==> src/rtl/icache.sv <==
`default_nettype none
// ============================================================================
// Module   : icache
// Purpose  : Direct-mapped instruction cache with one-word frames. A hit is
//            answered combinationally in the same cycle as the request. A miss
//            captures the fetch address and enters FILL. FILL holds a memory
//            read until iwait drops, then writes the frame and returns to IDLE.
// Ports    : CLK, RST            - clock and asynchronous active-high reset
//            imemREN, imemaddr   - datapath fetch request and byte address
//            ihit, imemload      - hit strobe and fetched word (0 on no hit)
//            iREN, iaddr         - memory-side read request and address
//            iwait, iload        - memory busy flag and read data
//            hit_count,
//            miss_count          - fetch statistics (0 unless enabled)
// Config   : define ICACHE_STATS_EN to build the saturating hit/miss counters.
// Revision : 1.0 - initial release
// ============================================================================
module icache #(
  parameter int NFRAMES = 16
) (
  input  logic        CLK,
  input  logic        RST,
  input  logic        imemREN,
  input  logic [31:0] imemaddr,
  output logic        ihit,
  output logic [31:0] imemload,
  output logic        iREN,
  output logic [31:0] iaddr,
  input  logic        iwait,
  input  logic [31:0] iload,
  output logic [31:0] hit_count,
  output logic [31:0] miss_count
);

  localparam int IDX  = $clog2(NFRAMES);
  localparam int TAGW = 30 - IDX;

  typedef enum logic [0:0] {
    IDLE = 1'b0,
    FILL = 1'b1
  } state_t;

  state_t              state_q, state_d;
  logic [31:0]         miss_addr_q, miss_addr_d;
  logic [NFRAMES-1:0]  valid_q, valid_d;

  // Tag and data storage carry no reset; the valid bits alone gate their use.
  logic [TAGW-1:0]     tag_q  [NFRAMES];
  logic [31:0]         data_q [NFRAMES];

  logic [IDX-1:0]      req_idx, fill_idx;
  logic [TAGW-1:0]     req_tag, fill_tag;
  logic                hit;
  logic                fill_done;

  assign req_idx  = imemaddr[IDX+1:2];
  assign req_tag  = imemaddr[31:IDX+2];
  assign fill_idx = miss_addr_q[IDX+1:2];
  assign fill_tag = miss_addr_q[31:IDX+2];

  // Lookups are only honoured in IDLE so a FILL never reports a hit.
  assign hit = (state_q == IDLE) && imemREN && valid_q[req_idx] &&
               (tag_q[req_idx] == req_tag);

  assign ihit     = hit;
  assign imemload = hit ? data_q[req_idx] : 32'h0;

  always_comb begin
    state_d     = state_q;
    miss_addr_d = miss_addr_q;
    valid_d     = valid_q;
    iREN        = 1'b0;
    iaddr       = 32'h0;
    fill_done   = 1'b0;
    case (state_q)
      IDLE: begin
        if (imemREN && !hit) begin
          miss_addr_d = imemaddr;
          state_d     = FILL;
        end
      end
      FILL: begin
        // The fill runs to completion from the latched address; datapath
        // request changes during FILL are ignored.
        iREN  = 1'b1;
        iaddr = miss_addr_q;
        if (!iwait) begin
          fill_done         = 1'b1;
          valid_d[fill_idx] = 1'b1;
          state_d           = IDLE;
        end
      end
      default: state_d = IDLE;
    endcase
  end

  always_ff @(posedge CLK or posedge RST) begin
    if (RST) begin
      state_q     <= IDLE;
      miss_addr_q <= 32'h0;
      valid_q     <= '0;
    end else begin
      state_q     <= state_d;
      miss_addr_q <= miss_addr_d;
      valid_q     <= valid_d;
    end
  end

  // fill_done is derived from state_q, which reset forces to IDLE, so an
  // in-flight fill is dropped while RST is asserted.
  always_ff @(posedge CLK) begin
    if (fill_done) begin
      tag_q[fill_idx]  <= fill_tag;
      data_q[fill_idx] <= iload;
    end
  end

`ifdef ICACHE_STATS_EN
  logic [31:0] hit_cnt_q, miss_cnt_q;

  always_ff @(posedge CLK or posedge RST) begin
    if (RST) begin
      hit_cnt_q  <= 32'h0;
      miss_cnt_q <= 32'h0;
    end else begin
      if (hit && (hit_cnt_q != 32'hFFFF_FFFF))
        hit_cnt_q <= hit_cnt_q + 32'd1;
      if ((state_q == IDLE) && (state_d == FILL) && (miss_cnt_q != 32'hFFFF_FFFF))
        miss_cnt_q <= miss_cnt_q + 32'd1;
    end
  end

  assign hit_count  = hit_cnt_q;
  assign miss_count = miss_cnt_q;
`else
  assign hit_count  = 32'h0;
  assign miss_count = 32'h0;
`endif

endmodule
`default_nettype wire

==> config.mk <==
export PLATFORM = sky130hd
export DESIGN_NAME = icache
export DESIGN_NICKNAME = d
export VERILOG_FILES = /design/src/rtl/icache.sv
export SDC_FILE = /design/constraint.sdc
export NUM_CORES = 1
export LEC_CHECK = 0
export BUFFER_PORTS_ARGS = -buffer_cell sky130_fd_sc_hd__buf_4
export CAP_MARGIN = 20
export CORE_MARGIN = 1
export CORE_UTILIZATION = 45
export DETAILED_ROUTE_END_ITERATION = 8
export MAX_ROUTING_LAYER = met4
export PLACE_DENSITY_LB_ADDON = 0.25
export SLEW_MARGIN = 30
export SYNTH_ARGS = -nofsm -noshare
export SYNTH_HDL_FRONTEND = slang
export SYNTH_SLANG_ARGS = --single-unit
==> constraint.sdc <==
create_clock -name CLK -period 9.3 [get_ports CLK]
set_input_delay 0.465 -clock CLK [delete_from_list [all_inputs] [get_ports CLK]]
set_output_delay 0.465 -clock CLK [all_outputs]
set_load 0.005 [all_outputs]
==> metrics.txt <==
final setup fails=0; FP Rows=between 100 and 150; skew final=between 0.02 and 0.025 ns; Hold Crit Class=in2reg; async set or reset register ratio after synthesis=5.02%; Layout Nets=2,016; total CTS buffers=100; via count=between 15,000 and 20,000; CTS H-tree lvls=3; GP Congestion=around 0.82; Setup Crit Path Kind=in2out; syn_area_per_cell=about 22 sq um; setup repair after global routing missed its margin=no; sequential share of power=53.5%; Initial DRC Count=around 1,700; Max Root-Sink Buffers=3; Final Util=between 50% and 60%; chip height=just under 300 microns; Worst Setup Start Kind=primary input; vias in the first global route=approximately 19,000; pwr dens=roughly 220 nW/um^2; Multi-input gate area=about 9000 sq um; CP peak stage delay=approximately 0.86 ns; setup repair bufs after CTS=0; max cap viols=0; routed vias/inst=between 5 and 6; drt pass-1 iters=7; CTS tree=done; DP Wirelength=slightly below 50,000 microns; EDFF count, synth=around 930; Yosys reg bits=~980; Syn Inst Count=between 1,500 and 2,000; die area=slightly below 90,000 sq um; setup_tns=0 ns; # IOs=slightly below 200; post-synthesis sequential area ratio=roughly 75%; crit-path cells=buf_6 > buf_4 > clkinv_1 > nor4_1 > nor4_1 > nand3_1 > and2_1 > nand4_1 > or4_4 > nor2b_1 > buf_4; WP data arrival=approximately 5 ns; layout cells sized above 1=about 32%; first-pass GRT wire length=about 130,000 microns; Clock Latency Late Sink=~0.67 ns; slew margin rel.=between 30% and 40%; largest net degree at the start of global routing=100; GRT Residual Overflow=0; Clock power frac=slightly below 40%; hold violation total from the final report=0; DRC Markers=4; critical path endpoint category=output port; NetSw=about 2300 uW; Worst-path clk slew=~0.06 ns; failing checks=design-rule violations; initial core utilization=45.4%; fmax=roughly 190 MHz; area delta synth->final=14.2%; Warnings, synthesis=0; library cells used by synthesis=between 50 and 60; Peak VDD IR=around 0.16 mV; ys flop type=edfxtp_1; antenna violations before repair=5; Fillers=~6,800; Comb pwr share=under 10%; total track usage=between 20% and 30%; P_int=about 7600 uW; register area=just under 30,000 sq um; critical path peak fanout=between 60 and 70; fin. max-slew vios=0; CTS sink count=just under 1,000; Mapped Area=38,700 sq um; period utilization=between 50% and 60%; drt wl/cell=around 28 microns; Worst Path Required=between 8 and 9 ns; Pleak=between 0.01 and 0.015 uW; post-route minimum period=about 5.3 ns; Root Buffer=clkbuf_16; ANT nets after route=0; switching fraction of total power=a little under a quarter; Worst Max-Slew Pin Slew=0.971 ns; Die X=slightly below 300 microns; slowest stage cell, crit path=or4_4; core area=roughly 85,000 sq um; total wire length=between 90,000 and 100,000 microns; Buffers on Ports=between 100 and 150; status=finished with violations
==> worst max-delay path: cells and delay by family <==
family,cells,cell delay [ns]
buffers and inverters,4,2.21
AND/OR/NAND/NOR,7,2.09
==> registers in the layout (all words and copies together) (netlist names) <==
name / flops
data_q: 512
tag_q: 416
miss_addr_q: 32
valid_q: 16
state_q: 1
==> metrics by stage <==
stage	std cells	instance area, sq um	total power [uW]	hold slack, ns	setup slack [ns]
2_1_floorplan	1823	38900	5760	0.434	3.70
3_3_place_gp	2983	40800	6050	0.446	3.97
3_5_place_dp	2987	40900	6090	0.448	3.91
4_1_cts	3174	44100	9910	0.000288	3.87
5_1_grt	3178	44200	10100	0.0110	3.67
6_report	3181	44200	9840	0.0301	3.95
==> final cells by class <==
class,instances,area share [%]
well taps,1144,3.24
repair buffers,173,3.29
diodes,5,0.0283
flip-flops and latches,977,65.9
inverters,6,0.0567
clock buffers,130,6.06
clock inverters,56,1.13
multi-input cells,690,20.3
==> cells in the mapped netlist (3+ instances only) <==
cell	n	area share [%]
nor2b_1	41	0.66
xor2_1	12	0.27
mux2_2	13	0.38
xnor2_1	18	0.41
nand2_1	15	0.15
buf_6	10	0.29
clkbuf_1	34	0.33
mux4_2	248	14
o22ai_1	7	0.11
or4_1	3	0.058
nor3_1	9	0.12
o21ai_0	3	0.039
buf_2	28	0.36
dfrtp_1	49	3.2
nand3_1	5	0.065
nand3b_1	3	0.058
a22oi_1	9	0.17
nand2b_1	9	0.15
mux2_1	3	0.087
buf_1	5	0.049
a221oi_2	3	0.12
mux2i_1	58	1.5
a221oi_1	7	0.16
or2_2	16	0.26
nor2_1	21	0.20
inv_1	4	0.039
nand4_1	6	0.097
edfxtp_1	928	72
buf_4	73	1.4
a22o_1	7	0.16
and2_1	36	0.58
a211o_1	3	0.068
and3_1	8	0.13
nor4_1	9	0.15
mux2_4	29	1.1
==> power by group through the flow <==
stage	registers [uW]	clock network, uW	logic, uW
floorplan	5280	0	472
detailed placement	5360	0	723
global route	5290	4090	766
finish	5270	3860	714
CTS	5270	3920	726
global placement	5340	0	710
==> layer usage <==
metal  vias to the layer above  track usage [%]  wire length (microns)  part of all wire, %
met4                         0             4.97                   1550                  1.7
met1                      9834             30.0                  38400                   43
met2                       680             34.0                  44400                   49
met3                       133             3.43                   5770                  6.4
li1                       7569                -                      -                    -
met5                         -                -                      0                    0
==> cells in the final DEF, fill, tap and decap left out, drive strengths merged, types with 36 or more instances in the layout <==
cell type,netlist,layout
and2,36,36
edfxtp,928,928
conb,1,64
mux4,248,248
clkinv,1,45
dfrtp,49,49
mux2,45,45
buf,116,172
nor2b,41,41
clkbuf,34,130
mux2i,58,58
==> final timing paths <==
check | startpoint | endpoint | slack, ns | cells past startpoint
worst max register to register | tag_q[14][9] | miss_addr_q[29] | 5.66 | 9
worst min register to register | valid_q[12] | valid_q[12] | 0.47 | 1
max in group asynchronous | RST | valid_q[14] | 8.73 | 3
min in group asynchronous | RST | miss_addr_q[16] | 0.04 | 3
worst min-delay path | imemaddr[0] | miss_addr_q[0] | 0.03 | 2
worst max-delay path | imemaddr[4] | imemload[4] | 3.95 | 11
==> repair_timing <==
| item | CTS | global route |
|---|---|---|
| endpoints found under the hold margin | 1 | 0 |
| resized for setup | 0 | 0 |
| hold buffers | 1 | 0 |
==> cell families (layout without fill, tap and decap cells) <==
group	count (synthesis)	after routing	share of synthesized area (%)
multiplexers	351	351	17.5
flip-flops	977	977	75.2
buffers and inverters	156	365	2.51
other	1	69	0.00969
AND/OR/NAND/NOR	187	187	2.81
AO/OA/AOI/OAI	58	58	1.26
XOR/XNOR	30	30	0.679
No activity file was read; power rests on OpenSTA's default activity.
